### src/rtl/mem_wb_pkg.sv
// Shared types and sizing helpers for the MEM->WB skid stage.
package mem_wb_pkg;

  localparam int unsigned REG_ADDR_W_DEF = 4;
  localparam int unsigned DATA_W_DEF     = 32;

  // Encoding doubles as the occupancy count.
  typedef enum logic [1:0] {
    EMPTY = 2'd0,
    ONE   = 2'd1,
    FULL  = 2'd2
  } skid_state_t;

  function automatic int unsigned bundle_w(input int unsigned reg_addr_w,
                                           input int unsigned data_w);
    return reg_addr_w + 2 * data_w + 2;
  endfunction

endpackage

### src/rtl/mem_wb_skid_stage_skid_buffer.sv
// Generic valid/ready buffer over a packed bundle: two entries with a
// registered ready (SKID=1) or one entry with a combinational ready (SKID=0).
module skid_buffer
  import mem_wb_pkg::*;
#(
  parameter int unsigned W    = 8,
  parameter bit          SKID = 1'b1
) (
  input  logic         clk,
  input  logic         rst_i,
  input  logic         flush_i,
  input  logic         in_valid_i,
  output logic         in_ready_o,
  input  logic [W-1:0] in_data_i,
  output logic         out_valid_o,
  input  logic         out_ready_i,
  output logic [W-1:0] out_data_o,
  output logic [1:0]   occupancy_o
);

  skid_state_t  state_q, state_d;
  logic [W-1:0] main_q, main_d;
  logic [W-1:0] skid_q, skid_d;
  logic         rdy_q;
  logic         valid;
  logic         in_fire;
  logic         out_fire;

  assign valid    = (state_q != EMPTY);
  // An entry offered during flush is dropped even when ready is high.
  assign in_fire  = in_valid_i & in_ready_o & ~flush_i;
  assign out_fire = valid & out_ready_i;

  always_ff @(posedge clk) begin
    if (rst_i) begin
      state_q <= EMPTY;
      main_q  <= '0;
      skid_q  <= '0;
      rdy_q   <= 1'b1;
    end else begin
      state_q <= state_d;
      main_q  <= main_d;
      skid_q  <= skid_d;
      rdy_q   <= (state_d != FULL);
    end
  end

  always_comb begin
    state_d = state_q;
    main_d  = main_q;
    skid_d  = skid_q;
    if (flush_i) begin
      state_d = EMPTY;
    end else begin
      case (state_q)
        EMPTY: begin
          if (in_fire) begin
            main_d  = in_data_i;
            state_d = ONE;
          end
        end
        ONE: begin
          if (in_fire && out_fire) begin
            main_d = in_data_i;
          end else if (out_fire) begin
            state_d = EMPTY;
          end else if (in_fire && SKID) begin
            skid_d  = in_data_i;
            state_d = FULL;
          end
        end
        FULL: begin
          if (out_ready_i) begin
            main_d  = skid_q;
            state_d = ONE;
          end
        end
        default: state_d = EMPTY;
      endcase
    end
  end

  // Ready is held low during reset; SKID=1 takes it from a register only.
  always_comb begin
    out_valid_o = valid;
    out_data_o  = main_q;
    occupancy_o = state_q;
    in_ready_o  = ~rst_i & (SKID ? rdy_q : (out_ready_i | ~valid));
  end

endmodule

### src/rtl/mem_wb_skid_stage.sv
// MEM->WB stage register with valid/ready handshake, skid buffer, flush
// and a hazard-unit forwarding tap on the head entry.
module mem_wb_skid_stage
  import mem_wb_pkg::*;
#(
  parameter int unsigned REG_ADDR_W = REG_ADDR_W_DEF,
  parameter int unsigned DATA_W     = DATA_W_DEF,
  parameter bit          SKID       = 1'b1
) (
  input  logic                  clk,
  input  logic                  rst,
  input  logic                  flush,
  input  logic                  in_valid,
  output logic                  in_ready,
  input  logic [REG_ADDR_W-1:0] destination_in,
  input  logic [DATA_W-1:0]     data_in,
  input  logic [DATA_W-1:0]     aluResult_in,
  input  logic                  memoryReadEnabled_in,
  input  logic                  writeBackEnabled_in,
  output logic                  out_valid,
  input  logic                  out_ready,
  output logic [REG_ADDR_W-1:0] destination,
  output logic [DATA_W-1:0]     data,
  output logic [DATA_W-1:0]     aluResult,
  output logic                  memoryReadEnabled,
  output logic                  writeBackEnabled,
  output logic                  fwd_valid,
  output logic [REG_ADDR_W-1:0] fwd_dest,
  output logic [1:0]            occupancy
);

  localparam int unsigned BW = bundle_w(REG_ADDR_W, DATA_W);

  logic [BW-1:0]         in_bundle;
  logic [BW-1:0]         head;
  logic [REG_ADDR_W-1:0] head_dest;
  logic [DATA_W-1:0]     head_data;
  logic [DATA_W-1:0]     head_alu;
  logic                  head_mre;
  logic                  head_wbe;

  assign in_bundle = {destination_in, data_in, aluResult_in,
                      memoryReadEnabled_in, writeBackEnabled_in};

  skid_buffer #(
    .W    (BW),
    .SKID (SKID)
  ) u_skid (
    .clk         (clk),
    .rst_i       (rst),
    .flush_i     (flush),
    .in_valid_i  (in_valid),
    .in_ready_o  (in_ready),
    .in_data_i   (in_bundle),
    .out_valid_o (out_valid),
    .out_ready_i (out_ready),
    .out_data_o  (head),
    .occupancy_o (occupancy)
  );

  assign {head_dest, head_data, head_alu, head_mre, head_wbe} = head;

  // Payload survives a flush, so control bits must be gated by valid.
  assign destination       = head_dest;
  assign data              = head_data;
  assign aluResult         = head_alu;
  assign memoryReadEnabled = out_valid & head_mre;
  assign writeBackEnabled  = out_valid & head_wbe;
  assign fwd_valid         = out_valid & head_wbe;
  assign fwd_dest          = head_dest;

endmodule

### config.mk
export PLATFORM = sky130hd
export DESIGN_NAME = mem_wb_skid_stage
export DESIGN_NICKNAME = d
export VERILOG_FILES = /design/src/rtl/mem_wb_pkg.sv /design/src/rtl/mem_wb_skid_stage_skid_buffer.sv /design/src/rtl/mem_wb_skid_stage.sv
export SDC_FILE = /design/constraint.sdc
export NUM_CORES = 1
export LEC_CHECK = 0
export ABC_CLOCK_PERIOD_IN_PS = 2700
export BUFFER_PORTS_ARGS = -buffer_cell sky130_fd_sc_hd__buf_2
export CORE_ASPECT_RATIO = 1.1
export CORE_MARGIN = 3
export CORE_UTILIZATION = 50
export DETAILED_ROUTE_END_ITERATION = 8
export HOLD_SLACK_MARGIN = 0.06
export PLACE_DENSITY = 0.83
export REMOVE_ABC_BUFFERS = 1
export SYNTH_ARGS = -nofsm -noshare
export SYNTH_HDL_FRONTEND = slang
export SYNTH_HIERARCHICAL = 1
export SYNTH_SLANG_ARGS = --single-unit
export TNS_END_PERCENT = 10
### constraint.sdc
create_clock -name clk -period 2.7 [get_ports clk]
set_clock_uncertainty 0.15 [all_clocks]
set_input_delay 0.27 -clock clk [delete_from_list [all_inputs] [get_ports clk]]
set_output_delay 0.27 -clock clk [all_outputs]
set_load 0.02 [all_outputs]
==> reports/results.md, run 1 <==
• no — unrepaired setup endpoints after global routing
• 3 — depth of the worst hold-timing path
• 153 — number of port buffers
• 427 MHz — Fmax achieved
• 0.866 — Final Cycle Share
• 0.0130 mm2 — area of the die
• 9000 um — placed wire-length estimate after detailed placement
• 580 ps — slowest cell delay on critical path
• 3810 uW — cell-internal power
• 0 — number of gates resized after cts
• 0 — count of final hold-check violations
• 647 — synthesized netlist cell count
• 143 — post-synthesis sequential element count
• 3 — Buf/Inv on CP
• 15.5 um — routed wire length per instance
• in -> reg — critical path type
• 2340 ps — time the worst path needs with I/O delays and setup
• 0.744 — GP Congestion
• 0.0112 mm2 — floorplan core area
• 24 — count of cell types in the netlist
• 9.00 um2 — per-instance average area after synthesis
• 17 — TritonCTS Buffers
• sky130_fd_sc_hd__nand3_2 — CP max-delay cell
• 2800 ps — data required time of the worst path
• 2440 ps — WP data arrival
• 60 ps — clock edge transition at the registers on the reported setup and hold paths
• 0.231 — layout cells sized above 1
• out_ready — launching element of the worst setup path
• 78 — largest net degree at the start of global routing
• 0.550 — Slew HR
• 0.00582 mm2 — combined area of all synthesized cells
• 7 — total stage count of the critical path
• 5355 — number of vias after detailed routing
• 0.522 — initial standard-cell utilization of the core
• 154 — num ports
• 0.120 — logic gate share of total power
• 519 ps — worst setup slack after placement
• flip-flop — endpoint kind of the worst setup timing path
• 0 — detailed-route DRC error count
• 0.447 — relative contribution of sequential cells to total power
• 5299 — vias in the first global route
• 462 — initial DRC count
• sky130_fd_sc_hd__clkbuf_16 — clock tree root driver cell
• dlygate4sd3_1, buf_2, nor2b_1, nand3_2, buf_12, nand2_1, a21oi_1 — list of cells traversed by the critical path
• 0 — Max-cap violations
• buffers and inverters — Crit path max-delay family
• 0.248 — net switching fraction of the power
• 0.492 — share of synthesized area occupied by flip-flops and latches
• 345 uV — VDD IR-drop max
• 119 um — die span in y
• 0.433 — power share of the clock group
• 40 — FP Rows
• 6 — Yosys Warn Count
• in -> reg — min-delay worst type
• 919 — count of nets after finishing
• 789 — fillers
• 1250 uW — Net Sw Power
• 36.3% — area added between synthesis and finish
• 2 — worst-case clock buffer depth
• 0.00393 uW — Leakage Power
• 5 — number of cells on the worst reg-to-reg path
• 0 — Antenna Nets Post-Route
• 0.711 — core utilization of the finished layout
• flush — source of the worst hold timing path
• complete, no violations — run status
• 0.237 — Overall Global Routing Usage
• 109 um — die width
• 15500 um — wire length after detailed routing
• 143 — Num Clock Sinks
• 4 — # H-tree levels
• 0 — Max Slew Vio Count
• built — clock tree from TritonCTS
• 6 — first drt pass iteration count
• 361 ps — worst setup slack after layout
• u_skid/occupancy_o[0]$_SDFF_PP0_ — R2R Path Start
• 0 — setup violators final
• input pin — category of the worst setup path launch point
• 0 — number of antenna violations at the first check in global routing
• 675 ps — pin slew with the least headroom to its limit
• 40 — highest net fanout along the worst path
• 638 mW/mm2 — Power Dens Cells
• 0 — antenna cells
• 0 — remaining global-route overflow
• 25000 um — wire length of the first global-routing pass
• 5.34 — Vias per Instance
• 400 ps — worst-skew pair later-pin latency
Yosys cell counts:
cell	instances	area share
sky130_fd_sc_hd__or3_1	1	0.0011
sky130_fd_sc_hd__nor2b_1	2	0.0021
sky130_fd_sc_hd__and2_1	3	0.0032
sky130_fd_sc_hd__a22oi_1	70	0.090
sky130_fd_sc_hd__a21oi_1	72	0.062
sky130_fd_sc_hd__nand3_1	1	0.00086
sky130_fd_sc_hd__nor2_1	1	0.00064
sky130_fd_sc_hd__o22ai_1	1	0.0011
sky130_fd_sc_hd__nand3b_1	1	0.0013
sky130_fd_sc_hd__nand2b_1	71	0.076
sky130_fd_sc_hd__nor4_1	1	0.0011
sky130_fd_sc_hd__inv_1	2	0.0013
sky130_fd_sc_hd__buf_2	21	0.018
sky130_fd_sc_hd__o21ai_0	1	0.00086
sky130_fd_sc_hd__dfxtp_1	143	0.49
sky130_fd_sc_hd__a21oi_2	1	0.0015
sky130_fd_sc_hd__and3b_1	1	0.0015
sky130_fd_sc_hd__buf_4	5	0.0064
sky130_fd_sc_hd__clkbuf_1	32	0.021
sky130_fd_sc_hd__and3_1	1	0.0011
sky130_fd_sc_hd__nand2_1	143	0.092
sky130_fd_sc_hd__mux2i_1	71	0.12
sky130_fd_sc_hd__or2_2	1	0.0011
sky130_fd_sc_hd__a2111oi_0	1	0.0015
logic make-up (layout without fill, tap and decap cells):
family                 Yosys count  count (layout)  share of synthesized area
AO/OA/AOI/OAI                  146             146                      0.157
buffers and inverters           60             269                     0.0464
flip-flops                     143             143                      0.492
multiplexers                    71              71                      0.122
AND/OR/NAND/NOR                227             227                      0.183
final cells by class:
type	instances	area, um2	area share
Tap cell	147	184	0.0232
Clock inverter	9	85.1	0.0107
Timing Repair Buffer	236	1610	0.203
Inverter	2	7.51	0.000946
Sequential cell	143	2860	0.361
Multi-Input combinational cell	444	2710	0.342
Clock buffer	22	474	0.0598
repair_timing:
item                                   CTS  global route
setup buffers                            0             0
hold buffers                            73             0
endpoints found under the hold margin   73             0
worst register-to-register path, delay by kind of cell (launching register included):
kind,cells,cell delay (ps)
flops,1,440
buf+inv,1,420
simple gates,3,1040
compound gates,1,70
registers in the layout, indices dropped and copies added, names as in the netlist:
signal,cells
u_skid/skid_q,70
u_skid/occupancy_o,2
u_skid/rdy_q,1
u_skid/out_data_o,70
path summary, 6_finish.rpt:
path	slack [ps]	endpoint
worst max-delay path	360	u_skid/skid_q[9]$_SDFFE_PP0P_
worst min-delay path	140	u_skid/occupancy_o[0]$_SDFF_PP0_
worst max register to register	420	u_skid/skid_q[9]$_SDFFE_PP0P_
worst min register to register	300	u_skid/skid_q[31]$_SDFFE_PP0P_
power by group through the flow:
stage	Clock, uW	Combinational, uW	Sequential (uW)
floorplan	0	169	2410
global placement	0	507	2300
detailed placement	0	517	2300
CTS	2230	600	2260
global route	2320	660	2270
finish	2190	609	2260
routing by layer:
metal	vias up	GRT usage	part of all wire
li1	2599	-	-
met1	2519	0.279	0.40
met2	211	0.415	0.53
met3	26	0.0553	0.053
met4	0	0.0852	0.017
met5	-	0	0
through the flow:
stage	std cells	setup TNS, ps	hold WS (ps)	total power, uW	area (um2)
2_1_floorplan	589	-80340	189	2580	5560
3_3_place_gp	899	0	290	2800	6650
3_5_place_dp	899	0	296	2820	6650
4_1_cts	1003	0	112	5090	7940
5_1_grt	1003	0	116	5250	7940
6_report	1003	0	139	5070	7940
cells in the final DEF (no fill, tap or decap), types with 2 or more instances in the layout:
cell type                         n
sky130_fd_sc_hd__a21oi_1         72
sky130_fd_sc_hd__a22oi_1         70
sky130_fd_sc_hd__and2_1           3
sky130_fd_sc_hd__buf_12           3
sky130_fd_sc_hd__buf_2          152
sky130_fd_sc_hd__buf_4            8
sky130_fd_sc_hd__clkbuf_1         2
sky130_fd_sc_hd__clkbuf_16       17
sky130_fd_sc_hd__clkbuf_8         3
sky130_fd_sc_hd__clkinv_2         3
sky130_fd_sc_hd__clkinvlp_4       3
sky130_fd_sc_hd__dfxtp_1        143
sky130_fd_sc_hd__dlygate4sd3_1   73
sky130_fd_sc_hd__inv_1            2
sky130_fd_sc_hd__mux2i_1         71
sky130_fd_sc_hd__nand2_1        142
sky130_fd_sc_hd__nand2b_1        70
sky130_fd_sc_hd__nor2b_1          2
(Power assumes the default switching activity.)
==> inputs of run 2 (changes only) <==
--- a/config.mk
+++ b/config.mk
@@ -5,7 +5,7 @@
 export SDC_FILE = /design/constraint.sdc
 export NUM_CORES = 1
 export LEC_CHECK = 0
-export ABC_CLOCK_PERIOD_IN_PS = 2700
+export ABC_CLOCK_PERIOD_IN_PS = 2430
 export BUFFER_PORTS_ARGS = -buffer_cell sky130_fd_sc_hd__buf_2
 export CORE_ASPECT_RATIO = 1.1
 export CORE_MARGIN = 3
==> constraint.sdc (replaced) <==
create_clock -name clk -period 2.43 [get_ports clk]
set_clock_uncertainty 0.15 [all_clocks]
set_input_delay 0.243 -clock clk [delete_from_list [all_inputs] [get_ports clk]]
set_output_delay 0.243 -clock clk [all_outputs]
set_load 0.02 [all_outputs]
==> run 2 against run 1 <==
First-iteration DRC count down 21%. Non-clock buffer count unchanged. Sequential cell count unchanged. Total power up 20%. Register-to-register slack worse by 160 ps. Die area unchanged. Sequential share of layout area down 0.53 points.
==> reports/results.md, run 2 (same netlist as run 1, synthesis figures left out) <==
• complete, no violations — run status
• 5435 — number of vias after detailed routing, +1.5%
• 16500 um — wire length after detailed routing, +6.2%
• 2040 ps — data required time of the worst path, -760 ps
• in -> out — critical path type
• 0.00399 uW — Leakage Power, +1.7%
• u_skid/occupancy_o[1]$_SDFF_PP0_ — R2R Path Start
• 5 — first drt pass iteration count, -1
• 919 — count of nets after finishing, unchanged
• 2 — worst-case clock buffer depth, unchanged
• 0.904 — Final Cycle Share
• 1800 ps — WP data arrival, -640 ps
• in_ready — Critical Path End
• no — unrepaired setup endpoints after global routing
• 40 — FP Rows, unchanged
• 17 — TritonCTS Buffers, unchanged
• 0 — number of gates resized after cts, unchanged
• 16.4 um — routed wire length per instance, +6.2%
• sky130_fd_sc_hd__buf_2 (152), sky130_fd_sc_hd__dfxtp_1 (143), sky130_fd_sc_hd__nand2_1 (142) — top library cells by usage in the layout, fill and taps aside
• 765 — fillers, -3.0%
• 5532 — vias in the first global route, +4.4%
• 9010 um — placed wire-length estimate after detailed placement, +0.13%
• 0.722 — core utilization of the finished layout, +0.0106
• 0 — count of final hold-check violations, unchanged
• 0 — setup violators final, unchanged
• output port — endpoint kind of the worst setup timing path
• 154 — num ports, unchanged
• 85 — highest net fanout along the worst path, +110%
• 1003 — non-filler instance count after layout, unchanged
• 0.0112 mm2 — floorplan core area, unchanged
• 738 ps — pin slew with the least headroom to its limit, +62.5 ps
• sky130_fd_sc_hd__buf_2 — most common cell after layout, fill and taps aside
• 4 — # H-tree levels, unchanged
• 449 uV — VDD IR-drop max, +30%
• 0.0130 mm2 — area of the die, unchanged
• 0.508 — Slew HR, -0.0417
• 0.113 — logic gate share of total power, -0.007
• 752 mW/mm2 — Power Dens Cells, +18%
• 153 — number of port buffers, unchanged
• 38.4% — area added between synthesis and finish
• 400 ps — worst-skew pair later-pin latency, about the same
• 0.522 — initial standard-cell utilization of the core, unchanged
• 143 — Num Clock Sinks, unchanged
• 119 um — die span in y, unchanged
• 25900 um — wire length of the first global-routing pass, +3.6%
• 0 — detailed-route DRC error count, unchanged
• 0.782 — GP Congestion, +5.1%
• 2200 ps — time the worst path needs with I/O delays and setup
• u_skid/rdy_q$_SDFF_PP1_ — terminus of the critical flop-to-flop path
• 0 ps — total negative slack, unchanged
• input pin — category of the worst setup path launch point
• 0.232 — net switching fraction of the power, -0.0159
• 109 um — die width, unchanged
• 0.246 — Overall Global Routing Usage, +0.00911
• 0 — Antenna Nets Post-Route, unchanged
• 0.472 — power share of the clock group, +0.039
• 0 — Max Slew Vio Count, unchanged
• 122 ps — worst hold slack after final layout, -16.9 ps
• 0 — remaining global-route overflow, unchanged
• 0 — Max-cap violations, unchanged
• 0.415 — relative contribution of sequential cells to total power, -0.032
• 260 ps — reg2reg setup slack, -160 ps
• 4650 uW — cell-internal power, +22%
• 0 — number of antenna violations at the first check in global routing, unchanged
• 1400 uW — Net Sw Power, +12%
• 73 — number of hold buffers added after cts, unchanged
• 455 MHz — Fmax achieved
• sky130_fd_sc_hd__clkbuf_16 — clock tree root driver cell
• 86 — largest net degree at the start of global routing, +10%
• 5.42 — Vias per Instance, +1.5%
• 0.232 — layout cells sized above 1, +0.00117
• in -> reg — min-delay worst type
• 0 — Post CTS Setup Buffer Count, unchanged
• 60 ps — clock edge transition at the registers on the reported setup and hold paths, about the same
• 364 — initial DRC count, -21%
• 0 — antenna cells, unchanged
• rst — launching element of the worst setup path
• 4 — number of cells on the worst reg-to-reg path, -1
• 899 — placed cells, unchanged
• built — clock tree from TritonCTS
## run 2: power by group through the flow
stage | Sequential, uW | Clock [uW] | Combinational (uW)
floorplan | 2680 | 0 | 188
global placement | 2560 | 0 | 563
detailed placement | 2560 | 0 | 581
CTS | 2510 | 2890 | 673
global route | 2520 | 2990 | 735
finish | 2510 | 2860 | 686
## run 2: through the flow
stage,area (um2),setup slack (ps),power (uW)
global placement,6670,562,3120
CTS,8060,242,6080
global route,8060,101,6240
floorplan,5560,-1490,2870
detailed placement,6670,463,3140
finish,8060,233,6060
## run 2: metal layers
layer | up-vias | global-route usage | wire, um
li1 | 2606 | - | -
met1 | 2576 | 0.281 | 6480
met2 | 223 | 0.432 | 8710
met3 | 30 | 0.0575 | 922
met4 | 0 | 0.103 | 340
met5 | - | 0 | 0
## run 2: cell type report
type                       instances  area, um2  area share
sequential                       143       2860       0.355
clock buffer                      21        470      0.0584
inverter                           2       7.51    0.000932
timing repair buffer             236       1640       0.203
clock inverter                    10        183      0.0227
tap                              147        184      0.0228
multi-input combinational        444       2710       0.337
## run 2: worst min path at each step
stage                              startpoint                                to  slack [ps]  cells after the start
2_1_floorplan                             rst     u_skid/skid_q[0]$_SDFFE_PP0P_         160                      1
3_3_place_gp   u_skid/skid_q[49]$_SDFFE_PP0P_    u_skid/skid_q[49]$_SDFFE_PP0P_         290                      2
3_5_place_dp   u_skid/skid_q[48]$_SDFFE_PP0P_    u_skid/skid_q[48]$_SDFFE_PP0P_         300                      2
4_1_cts                                 flush  u_skid/occupancy_o[0]$_SDFF_PP0_         100                      3
5_1_grt                                 flush  u_skid/occupancy_o[0]$_SDFF_PP0_         100                      3
6_report                                flush  u_skid/occupancy_o[0]$_SDFF_PP0_         120                      3
## run 2: worst max-delay path, cell delays in order
cell and delay, ps:
sky130_fd_sc_hd__dlygate4sd3_1 550, sky130_fd_sc_hd__buf_4 130, sky130_fd_sc_hd__buf_4 580, sky130_fd_sc_hd__nor2b_1 90, sky130_fd_sc_hd__buf_2 190
==> inputs of run 3 (changes only) <==
--- a/config.mk
+++ b/config.mk
@@ -7,12 +7,14 @@
 export LEC_CHECK = 0
 export ABC_CLOCK_PERIOD_IN_PS = 2430
 export BUFFER_PORTS_ARGS = -buffer_cell sky130_fd_sc_hd__buf_2
+export CELL_PAD_IN_SITES_DETAIL_PLACEMENT = 2
+export CELL_PAD_IN_SITES_GLOBAL_PLACEMENT = 2
 export CORE_ASPECT_RATIO = 1.1
 export CORE_MARGIN = 3
-export CORE_UTILIZATION = 50
+export CORE_UTILIZATION = 31
 export DETAILED_ROUTE_END_ITERATION = 8
 export HOLD_SLACK_MARGIN = 0.06
-export PLACE_DENSITY = 0.83
+export PLACE_DENSITY = 0.86
 export REMOVE_ABC_BUFFERS = 1
 export SYNTH_ARGS = -nofsm -noshare
 export SYNTH_HDL_FRONTEND = slang
==> run 3 against run 2 <==
Design area increased by 0.47%. Utilization decreased by 27 points. Largest cell class unchanged. Non-clock buffer count decreased by 2. Worst setup slack got worse by 61 ps. Sequential share of layout area decreased by 0.16 points. Cell count increased by 9.0%. Highest routed layer unchanged. Sequential power about the same.
==> reports/results.md, run 3 (same netlist as run 1, synthesis figures left out) <==
• 0.201 — Overall Global Routing Usage, -0.0455
• u_skid/occupancy_o[1]$_SDFF_PP0_ — R2R Path Start
• 4 — # H-tree levels, unchanged
• flush — source of the worst hold timing path
• 2590 ps — data required time of the worst path, +550 ps
• complete, no violations — run status
• 153 — number of port buffers, unchanged
• 10 — highest net fanout along the worst path, -88%
• flip-flop — endpoint kind of the worst setup timing path
• u_skid/rdy_q$_SDFF_PP1_ — terminus of the critical flop-to-flop path
• 39.0% — area added between synthesis and finish
• 2260 ps — time the worst path needs with I/O delays and setup, +61.1 ps
• 170 ps — reg2reg setup slack, -90 ps
• 143 — Num Clock Sinks, unchanged
• 150 um — die span in y, +26%
• 0 — number of antenna violations at the first check in global routing, unchanged
• 20300 um — wire length after detailed routing, +24%
• 0.0205 mm2 — area of the die, +58%
• 5437 — number of vias after detailed routing, +0.037%
• 3 — depth of the worst hold-timing path, unchanged
• 17 — TritonCTS Buffers, unchanged
• 2 — worst-case clock buffer depth, unchanged
• 141 — largest net degree at the start of global routing, +64%
• 420 ps — worst-skew pair later-pin latency, +20 ps
• 32200 um — wire length of the first global-routing pass, +24%
• reg -> reg — critical path type
• 0 — Max-cap violations, unchanged
• u_skid/occupancy_o[1]$_SDFF_PP0_ — launching element of the worst setup path
• 4 — first drt pass iteration count, -1
• 11100 um — placed wire-length estimate after detailed placement, +23%
• flip-flop — category of the worst setup path launch point
• 0 — count of final hold-check violations, unchanged
• 0.363 — met2 usage, -0.0692
• 4.97 — Vias per Instance, -8.2%
• 989 — placed cells, +10%
• 443 MHz — Fmax achieved, -2.7%
• 0.0390 — global routing met3 resource utilization, -0.0184
• 449 uV — VDD IR-drop max, +0.13%
• 0 — number of gates resized after cts, unchanged
• sky130_fd_sc_hd__buf_2 — most common cell after layout, fill and taps aside
• no — unrepaired setup endpoints after global routing
• 0 — antenna cells, unchanged
• 18.6 um — routed wire length per instance, +13%
• 60 ps — clock edge transition at the registers on the reported setup and hold paths, about the same
• 719 mW/mm2 — Power Dens Cells, -4.4%
• 137 um — die width, +26%
• 5 — number of cells on the worst reg-to-reg path, +1
• 0 — detailed-route DRC error count, unchanged
• in -> reg — min-delay worst type
• u_skid/occupancy_o[0]$_SDFF_PP0_ — hold endpoint
• 0 — setup violators final, unchanged
• 0.603 — Slew HR, +0.0949
• 0.448 — core utilization of the finished layout, -0.274
• 0.322 — initial standard-cell utilization of the core, -0.199
• 51 — FP Rows, +28%
• 917 — count of nets after finishing, -0.22%
• 0 — Antenna Nets Post-Route, unchanged
• sky130_fd_sc_hd__buf_2 (152), sky130_fd_sc_hd__dfxtp_1 (143), sky130_fd_sc_hd__nand2_1 (142) — top library cells by usage in the layout, fill and taps aside
• built — clock tree from TritonCTS
• 0.929 — Final Cycle Share, +0.0251
• met2 — gr busiest metal
• 1093 — non-filler instance count after layout, +9.0%
• 0.716 — GP Congestion, -8.5%
• 0.233 — layout cells sized above 1, +0.000272
• 0.0181 mm2 — floorplan core area, +62%
• 0 — Max Slew Vio Count, unchanged
• 183 — initial DRC count, -50%
• 5889 — vias in the first global route, +6.5%
• 0.234 — met1 track utilization from global routing, -0.0474
• 0.00395 uW — Leakage Power, -1.1%
• 1902 — fillers, +150%
• sky130_fd_sc_hd__clkbuf_16 — clock tree root driver cell
• 0 ps — total negative slack, unchanged
• 0 — remaining global-route overflow, unchanged
• 154 — num ports, unchanged
• 2420 ps — WP data arrival, +620 ps
• 595 ps — pin slew with the least headroom to its limit, -142 ps
• 5820 uW — post-layout power, -3.9%
## run 3: critical path: stages (launching register included)
cell and delay (ps):
sky130_fd_sc_hd__dfxtp_1 420, sky130_fd_sc_hd__and3b_1 350, sky130_fd_sc_hd__nand2_1 100, sky130_fd_sc_hd__a2111oi_0 440, sky130_fd_sc_hd__dlygate4sd3_1 650, sky130_fd_sc_hd__inv_1 50
## run 3: repair_timing
action | in CTS | in global routing
endpoints found under the setup margin | 0 | 0
buffers inserted | 0 | 0
hold buffers | 72 | 0
endpoints found under the hold margin | 133 | 0
## run 3: layout make-up
class                      count  area (um2)  area share
inverter                       2        7.51    0.000928
sequential                   143        2860       0.354
timing repair buffer         234        1630       0.202
multi-input combinational    444        2710       0.335
clock inverter                13         139      0.0172
clock buffer                  19         443      0.0547
tap                          238         298      0.0368
## run 3: how the worst max path moves through the flow
stage          cells after the start  slack (ps)                                 end
2_1_floorplan                      2       -1490    u_skid/occupancy_o[1]$_SDFF_PP0_
3_3_place_gp                       5         510  u_skid/out_data_o[41]$_SDFFE_PP0P_
3_5_place_dp                       5         430      u_skid/skid_q[36]$_SDFFE_PP0P_
4_1_cts                            4         180             u_skid/rdy_q$_SDFF_PP1_
5_1_grt                            5          50             u_skid/rdy_q$_SDFF_PP1_
6_report                           5         170             u_skid/rdy_q$_SDFF_PP1_
## run 3: metrics by stage
| stage | setup WS, ps | hold slack, ps | instance area, um2 |
|---|---|---|---|
| 2_1_floorplan | -1490 | 162 | 5560 |
| 3_3_place_gp | 513 | 291 | 6790 |
| 3_5_place_dp | 426 | 300 | 6790 |
| 4_1_cts | 175 | 82.3 | 8090 |
| 5_1_grt | 48.2 | 122 | 8090 |
| 6_report | 172 | 104 | 8090 |
## run 3: power by group
| group | switching (uW) | internal [uW] | leakage, uW |
|---|---|---|---|
| sequential | 66.2 | 2450 | 0.00117 |
| clock | 1060 | 1540 | 0.000283 |
| combinational | 399 | 302 | 0.00250 |
## run 3: routing by layer
metal / vias to the layer above / wire length, um
met5: - / 0
met4: 0 / 395
met3: 26 / 759
met2: 116 / 10600
met1: 2700 / 8540
li1: 2595 / -
